**src/rtl/cmd_frame_parser.sv**
```systemverilog
`default_nettype none
// ============================================================================
// cmd_frame_parser : decodes UART command frames into registered config writes
// Rev 1.0
// ============================================================================
module cmd_frame_parser #(
  parameter int          DATA_BIT    = 32,
  parameter int          OUTPUT_NUM  = 16,
  parameter int          TIMEOUT_CYC = 100000,
  parameter logic [7:0]  CMD_DATA    = 8'h01,
  parameter logic [7:0]  CMD_CTRL    = 8'h02,
  parameter logic [7:0]  CMD_FREQ    = 8'h03,
  parameter logic [7:0]  CMD_PERIOD  = 8'h04,
  parameter logic [7:0]  DEF_SLOW    = 8'h14,
  parameter logic [7:0]  DEF_FAST    = 8'h05,
  localparam int         CH_W        = $clog2(OUTPUT_NUM)
) (
  input  logic                clk,
  input  logic                rst_n,
  input  logic [7:0]          data_i,
  input  logic                rx_done_tick_i,
  output logic                freq_we_o,
  output logic [DATA_BIT-1:0] freq_o,
  output logic                period_we_o,
  output logic [7:0]          slow_period_o,
  output logic [7:0]          fast_period_o,
  output logic                data_we_o,
  output logic [DATA_BIT-1:0] data_o,
  output logic [CH_W-1:0]     ch_o,
  output logic                ctrl_we_o,
  output logic                mode_o,
  output logic                en_o,
  output logic                err_tick_o,
  output logic [1:0]          err_code_o,
  output logic                busy_o
);

  localparam int         TMO_W   = $clog2(TIMEOUT_CYC + 1);
  localparam logic [1:0] K_DATA  = 2'd0;
  localparam logic [1:0] K_CTRL  = 2'd1;
  localparam logic [1:0] K_FREQ  = 2'd2;
  localparam logic [1:0] K_PER   = 2'd3;

  typedef enum logic [1:0] {
    S_IDLE    = 2'd0,
    S_CHAN    = 2'd1,
    S_PAYLOAD = 2'd2
  } state_t;

  state_t                r_state;
  logic [1:0]            r_kind;
  logic [2:0]            r_cnt;
  logic [2:0]            r_len;
  logic                  r_bad;
  logic [CH_W-1:0]       r_ch;
  logic [DATA_BIT-9:0]   r_shift;
  logic [TMO_W-1:0]      r_tmo;

  logic [DATA_BIT-1:0]   w_word;
  logic                  w_last;
  logic                  w_timeout;

  // Payload shifts in from the top so the first byte ends up in bits [7:0].
  always_comb begin
    w_word    = {data_i, r_shift};
    w_last    = (r_cnt == r_len);
    w_timeout = (r_state != S_IDLE) && !rx_done_tick_i && (r_tmo == TMO_W'(TIMEOUT_CYC));
  end

  assign busy_o = (r_state != S_IDLE);

  always_ff @(posedge clk or posedge rst_n) begin
    if (rst_n) begin
      r_state       <= S_IDLE;
      r_kind        <= K_DATA;
      r_cnt         <= 3'd0;
      r_len         <= 3'd0;
      r_bad         <= 1'b0;
      r_ch          <= '0;
      r_shift       <= '0;
      r_tmo         <= '0;
      freq_we_o     <= 1'b0;
      freq_o        <= '0;
      period_we_o   <= 1'b0;
      slow_period_o <= DEF_SLOW;
      fast_period_o <= DEF_FAST;
      data_we_o     <= 1'b0;
      data_o        <= '0;
      ch_o          <= '0;
      ctrl_we_o     <= 1'b0;
      mode_o        <= 1'b0;
      en_o          <= 1'b0;
      err_tick_o    <= 1'b0;
      err_code_o    <= 2'd0;
    end else begin
      freq_we_o   <= 1'b0;
      period_we_o <= 1'b0;
      data_we_o   <= 1'b0;
      ctrl_we_o   <= 1'b0;
      err_tick_o  <= 1'b0;

      if (r_state == S_IDLE || rx_done_tick_i)
        r_tmo <= '0;
      else
        r_tmo <= r_tmo + 1'b1;

      if (w_timeout) begin
        r_state    <= S_IDLE;
        err_tick_o <= 1'b1;
        err_code_o <= 2'd3;
      end else if (rx_done_tick_i) begin
        case (r_state)
          S_IDLE: begin
            r_cnt <= 3'd0;
            r_bad <= 1'b0;
            if (data_i == CMD_DATA) begin
              r_kind  <= K_DATA;
              r_len   <= 3'd3;
              r_state <= S_CHAN;
            end else if (data_i == CMD_CTRL) begin
              r_kind  <= K_CTRL;
              r_len   <= 3'd0;
              r_state <= S_CHAN;
            end else if (data_i == CMD_FREQ) begin
              r_kind  <= K_FREQ;
              r_len   <= 3'd3;
              r_state <= S_PAYLOAD;
            end else if (data_i == CMD_PERIOD) begin
              r_kind  <= K_PER;
              r_len   <= 3'd1;
              r_state <= S_PAYLOAD;
            end else begin
              err_tick_o <= 1'b1;
              err_code_o <= 2'd1;
            end
          end
          S_CHAN: begin
            r_ch    <= data_i[CH_W-1:0];
            r_state <= S_PAYLOAD;
            // A bad channel still swallows its payload so framing stays aligned.
            if (int'(data_i) >= OUTPUT_NUM) begin
              r_bad      <= 1'b1;
              err_tick_o <= 1'b1;
              err_code_o <= 2'd2;
            end
          end
          S_PAYLOAD: begin
            r_shift <= w_word[DATA_BIT-1:8];
            r_cnt   <= r_cnt + 3'd1;
            if (w_last) begin
              r_state <= S_IDLE;
              if (!r_bad) begin
                case (r_kind)
                  K_DATA: begin
                    data_o    <= w_word;
                    ch_o      <= r_ch;
                    data_we_o <= 1'b1;
                  end
                  K_CTRL: begin
                    mode_o    <= data_i[1];
                    en_o      <= data_i[0];
                    ch_o      <= r_ch;
                    ctrl_we_o <= 1'b1;
                  end
                  K_FREQ: begin
                    freq_o    <= w_word;
                    freq_we_o <= 1'b1;
                  end
                  default: begin
                    slow_period_o <= r_shift[DATA_BIT-9 -: 8];
                    fast_period_o <= data_i;
                    period_we_o   <= 1'b1;
                  end
                endcase
              end
            end
          end
          default: r_state <= S_IDLE;
        endcase
      end
    end
  end

endmodule
`default_nettype wire

```
**config.mk**
```make
export PLATFORM = sky130hd
export DESIGN_NAME = cmd_frame_parser
export DESIGN_NICKNAME = d
export VERILOG_FILES = /design/src/rtl/cmd_frame_parser.sv
export SDC_FILE = /design/constraint.sdc
export NUM_CORES = 1
export LEC_CHECK = 0
export ABC_AREA = 1
export BUFFER_PORTS_ARGS = -buffer_cell sky130_fd_sc_hd__buf_2
export CORE_MARGIN = 2
export CORE_UTILIZATION = 45
export CTS_CLUSTER_DIAMETER = 100
export DETAILED_ROUTE_END_ITERATION = 6
export GPL_ROUTABILITY_DRIVEN = 0
export GPL_TIMING_DRIVEN = 1
export PLACE_DENSITY_LB_ADDON = 0.12
export SETUP_SLACK_MARGIN = 0.15
export SYNTH_ARGS = -nofsm -noshare
export SYNTH_HDL_FRONTEND = slang
export SYNTH_SLANG_ARGS = --single-unit
export TNS_END_PERCENT = 10
```
**constraint.sdc**
```tcl
create_clock -name clk -period 4.3 [get_ports clk]
set_input_delay 0.43 -clock clk [delete_from_list [all_inputs] [get_ports clk]]
set_output_delay 0.43 -clock clk [all_outputs]
set_load 0.02 [all_outputs]
```
==> impl_metrics.toml, run 1 <==
[global_routing]
grt_max_degree = 74
antenna_found_initial = 0
grt_first_pass_wirelength_um = 22000
grt_overflow_total = 0
grt_use_total = 0.196
grt_pass1_vias = 4532

[clocking]
post_cts_buffers = 0
cts_num_sinks = 148
insertion_delay_ns = 0.42
clockBufferDepth = 2
cts-root-buf = "clkbuf_16"
path_clk_slew_ns = 0.06
tritoncts = "built"
htree_levels = 4
cts-buffers-inserted = 17
ctsResizeCount = 0
cts-hold-fix-buffers = 0

[critical_path]
reg2reg_slack_ns = 2.10
slowest_stage = "nand2_2"
worstSetupPathType = "flip-flop to flip-flop"
r2r-start = "r_len[0]"
crit_path_max_incr_delay_ns = 0.63
critPathArrivalTime_ns = 2.55
ff2ff_path_depth = 9
crit_required_ns = 4.65
endpoint_kind = "flip-flop"
cp-start-kind = "flip-flop"
crit_fanout = 57
r2r_end = "freq_o[2]"
worstPathCellList = "inv_1 > nor2_1 > nor2_2 > nand3_2 > nor2_4 > nand2_2 > inv_2 > nand2_1 > nand2_1"
crit_path_frequent_cell = "nand2_1"

[placement]
io_buffers = 104
place_ws_ns = 1.99
dpl.hpwl_um = 9010
placedCellCount = 913

[routing]
drc = 0
drt-total-wl_um = 13100
dr.pass1.iters = 4
wl_per_cell_um = 13.9
vias = 4623
via_per_inst = 4.89
ant_nets = 0
drt_iter0_markers = 283

[cells_and_area]
n_antenna_cell = 0
nNetsFinal = 770
layout.cells.non_filler = 945
mostFrequentLayoutCell = "nand2_1"
synthToLayoutAreaGrowth_pct = 20.9
drive_gt1_frac = 0.213
final_cell_mix = "nand2_1, dfrtp_1, buf_2"

[synth]
syn-num-nets = 666
synth-main-ff-cell = "dfrtp_1"
seq_area_frac_synth = 0.615
ys_ff_latch = 148
syn_area_um2 = 6030
synthDistinctLibCells = 28
async_flop_share = 1.00
post_synth.cell_area_avg_um2 = 9.24
synth-edff-count = 0
yosysWarnings = 0
syn_inst = 652

[job]
cap_viol_max_count = 0

[sta]
finalMaxSlewViolations = 0
tns_ns = 0
max_freq_ghz = 0.455
rsz0062_at_grt = "no"
worst_pin_slew_ns = 1.07
hold_ws_ns = 0.228
fin_ws_ns = 2.10
finalHoldViolations = 0
min_period_ns = 2.20
setup_viol = 0
clock_skew_ns = 0.00619
slew_headroom = 0.285
post-route-period-util = 0.511

[floorplanning]
die_x_um = 120
die_height_um = 120
core_area_um2 = 13100
ioPinCount = 105
start_util = 0.459
dieArea_um2 = 14300
rows = 42

[hold_path]
hold_class = "input port to async pin"

[pwr]
powerDensity_nw_per_um2 = 540
ir_worst_vdd_uv = 247
p_leak_nw = 3.79

[status]
status = "complete, no violations"
-- area by class of cell --
type | instances | area (um2)
fillers | 1249 | 5850
flip-flops and latches | 148 | 3710
multi-input cells | 425 | 1950
repair buffers | 107 | 556
clock buffers | 20 | 457
well taps | 176 | 220
inverters | 57 | 218
clock inverters | 12 | 179
-- synth_stat cells, types with 3 or more instances --
library cell | count | area share
o21ai_1 | 49 | 0.041
buf_2 | 3 | 0.0025
dfrtp_1 | 144 | 0.60
o21ai_2 | 4 | 0.0058
dfstp_2 | 4 | 0.017
nor2_4 | 3 | 0.0056
nand3_1 | 24 | 0.020
clkbuf_1 | 9 | 0.0056
nor3_1 | 10 | 0.0083
inv_1 | 53 | 0.033
inv_2 | 4 | 0.0025
o21ai_0 | 54 | 0.045
nor2_1 | 40 | 0.025
ha_1 | 3 | 0.0062
xnor2_1 | 4 | 0.0058
buf_6 | 9 | 0.017
nor2_2 | 5 | 0.0052
nand2_1 | 208 | 0.13
xor2_1 | 4 | 0.0058
a21oi_1 | 4 | 0.0033
nand4_1 | 4 | 0.0042
-- worst max path at each step --
stage | from | endpoint | cells past startpoint | slack, ns
after floorplan | rst_n | ch_o[0] | 1 | 2.01
after global placement | rx_done_tick_i | freq_o[2] | 9 | 2.08
after detailed placement | rx_done_tick_i | freq_o[6] | 9 | 1.99
after CTS | r_len[0] | freq_o[2] | 9 | 2.08
after global routing | r_cnt[1] | freq_o[1] | 7 | 1.78
final | r_len[0] | freq_o[2] | 9 | 2.10
-- per-stage QoR --
step / utilization / area [um2] / power (mW)
3_3_place_gp: 0.506 / 6650 / 2.38
5_1_grt: 0.555 / 7290 / 4.15
2_1_floorplan: - / 6030 / 2.16
3_5_place_dp: 0.506 / 6650 / 2.40
4_1_cts: 0.555 / 7290 / 3.98
6_report: 0.555 / 7290 / 3.93
-- per-layer routing --
metal	global-route usage	up-vias	wire length, um
met1	0.265	2221	6250
met5	0	-	0
met4	0.0779	0	229
met2	0.310	97	6060
li1	-	2286	-
met3	0.0428	19	583
-- flip-flops by register name (all words and copies together), names as in the netlist, 2 cells and up --
name,flops
slow_period_o,8
r_shift,24
r_kind,2
r_tmo,17
err_code_o,2
r_len,2
data_o,32
r_state,2
r_ch,4
ch_o,4
r_cnt,3
fast_period_o,8
freq_o,32
-- logic make-up after synthesis --
| logic type | Yosys count | synth area share |
|---|---|---|
| and+or+nand+nor | 300 | 0.207 |
| DFF | 148 | 0.615 |
| adders and majority gates | 3 | 0.00623 |
| xor gates and xnor gates | 8 | 0.0116 |
| AOI/OAI and AO/OA | 114 | 0.0984 |
| buffers and inverters | 79 | 0.0617 |
-- power by group --
part | total, mW | internal, mW | switching [mW]
logic | 0.648 | 0.191 | 0.457
registers | 1.72 | 1.60 | 0.121
clock network | 1.57 | 1.00 | 0.566
total | 3.93 | 2.79 | 1.14
-- critical path, delay by kind of cell, from the launching register on --
family	cells	cell delay (ns)
DFF	1	0.35
and+or+nand+nor	7	1.29
buffers and inverters	2	0.47
Note: power is estimated with default switching activity, not from simulation.
==> inputs of run 2 (changes only) <==
==> constraint.sdc (replaced) <==
create_clock -name clk -period 2.2 [get_ports clk]
set_input_delay 0.22 -clock clk [delete_from_list [all_inputs] [get_ports clk]]
set_output_delay 0.22 -clock clk [all_outputs]
set_load 0.02 [all_outputs]
==> impl_metrics.toml, run 2 (synthesis results as in run 1) <==
[status]
status = "finished, violations left"
violations = "negative hold slack"

[global_routing]
antenna_found_initial = 0
grt_pass1_vias = 4387
grt_first_pass_wirelength_um = 21500
grt_max_degree = 149
grt_overflow_total = 0
grt_use_total = 0.192

[routing]
drt_iter0_markers = 317
ant_nets = 0
wl_per_cell_um = 13.9
via_per_inst = 4.89
drt-total-wl_um = 13200
dr.pass1.iters = 4
vias = 4626
drc = 0

[critical_path]
crit_fanout = 5
endpoint_kind = "flip-flop"
slowest_stage = "dfrtp_1"
reg2reg_slack_ns = 0.54
cp-start-kind = "flip-flop"
cp_top_family = "simple AND/OR/NAND/NOR gates"
r2r-start = "r_tmo[0]"
r2r_end = "r_tmo[12]"
worstPathCellList = "ha_1 > nand3_1 > nor2_1 > nand2_1 > nor2_1 > nand3_1 > o21ai_0 > nor2_1"
crit_buf_inv = 0
ff2ff_path_depth = 8
crit_path_max_incr_delay_ns = 0.42
crit_required_ns = 2.50
crit_path_frequent_cell = "nor2_1"
critPathArrivalTime_ns = 1.96
worstSetupPathType = "flip-flop to flip-flop"

[cells_and_area]
largest_registers = "data_o (32), freq_o (32), r_shift (24)"
mostFrequentLayoutCell = "nand2_1"
nNetsFinal = 774
final_cell_mix = "nand2_1, dfrtp_1, buf_2"
n_antenna_cell = 0
n_fill_cell = 1245
layout.cells.non_filler = 946
synthToLayoutAreaGrowth_pct = 20.5
utilization = 0.553
ff_latch_area_um2 = 3710
multi_input_area_um2 = 1950
drive_gt1_frac = 0.210

[clocking]
tritoncts = "built"
post_cts_buffers = 0
ctsResizeCount = 0
cts-root-buf = "clkbuf_16"
cts-buffers-inserted = 17
clockBufferDepth = 2
cts-hold-fix-buffers = 0
path_clk_slew_ns = 0.05
insertion_delay_ns = 0.42
cts_num_sinks = 148
htree_levels = 4

[sta]
clock_skew_ns = 0.00864
slew_headroom = 0.424
max_freq_ghz = 0.603
post-route-period-util = 0.754
worst_pin_slew_ns = 0.863
hold_ws_ns = -0.0644
finalHoldViolations = 13
setup_viol = 0
tns_ns = 0
finalMaxSlewViolations = 0
min_period_ns = 1.66
rsz0062_at_grt = "no"

[pwr]
p_leak_nw = 3.79
ir_worst_vdd_uv = 435
powerDensity_nw_per_um2 = 1030

[placement]
dpl.hpwl_um = 8820
io_buffers = 104
placedCellCount = 917

[floorplanning]
core_area_um2 = 13100
dieArea_um2 = 14300
rows = 42
die_x_um = 120
start_util = 0.459
die_height_um = 120
ioPinCount = 105

[hold_path]
hold_class = "input port to async pin"

[job]
cap_viol_max_count = 0
[run 2: cell count changes in the layout (fill, tap and decap cells not counted)]
| cell | change |
|---|---|
| clkbuf_8 | +1 |
| clkbuf_1 | +3 |
| buf_4 | +4 |
| clkinvlp_4 | -3 |
| bufinv_16 | -1 |
| clkinv_4 | -3 |
[run 2: cell type report]
cell class              count  share of cell area
multi-input cells         425               0.268
flip-flops and latches    148               0.511
inverters                  57              0.0300
clock inverters             5              0.0138
clock buffers              24              0.0663
well taps                 176              0.0303
repair buffers            111              0.0806
[run 2: worst min-delay path: cells and delay by family]
kind | cells | cell delay, ns
buf+inv | 3 | 0.62
[run 2: worst max path at each step]
stage	slack (ns)	cells after the start	start	endpoint
2_1_floorplan	0.12	1	rst_n	ch_o[0]
3_3_place_gp	0.59	7	r_cnt[1]	data_o[27]
3_5_place_dp	0.54	10	r_len[0]	freq_o[6]
4_1_cts	0.53	10	r_len[0]	freq_o[5]
5_1_grt	0.33	8	r_cnt[1]	freq_o[2]
6_report	0.54	8	r_tmo[0]	r_tmo[12]
[run 2: per-layer routing]
| metal | share of wire | track usage |
|---|---|---|
| met5 | 0 | 0 |
| met4 | 0.013 | 0.0684 |
| met3 | 0.044 | 0.0494 |
| met2 | 0.47 | 0.300 |
| met1 | 0.48 | 0.262 |
[run 2: through the flow]
| stage | power (mW) | instance area [um2] | hold WS [ns] | worst slack [ns] |
|---|---|---|---|---|
| 3_5_place_dp | 4.70 | 6680 | 0.453 | 0.544 |
| 6_report | 7.51 | 7260 | -0.0644 | 0.542 |
| 4_1_cts | 7.61 | 7260 | 0.0832 | 0.528 |
| 2_1_floorplan | 4.23 | 6030 | 0.384 | 0.122 |
| 5_1_grt | 7.89 | 7260 | 0.110 | 0.326 |
| 3_3_place_gp | 4.67 | 6680 | 0.455 | 0.593 |
[run 2: power by group]
group | switching, mW | total, mW | internal (mW)
clock network | 1.03 | 2.88 | 1.85
logic | 0.891 | 1.27 | 0.378
registers | 0.240 | 3.36 | 3.12
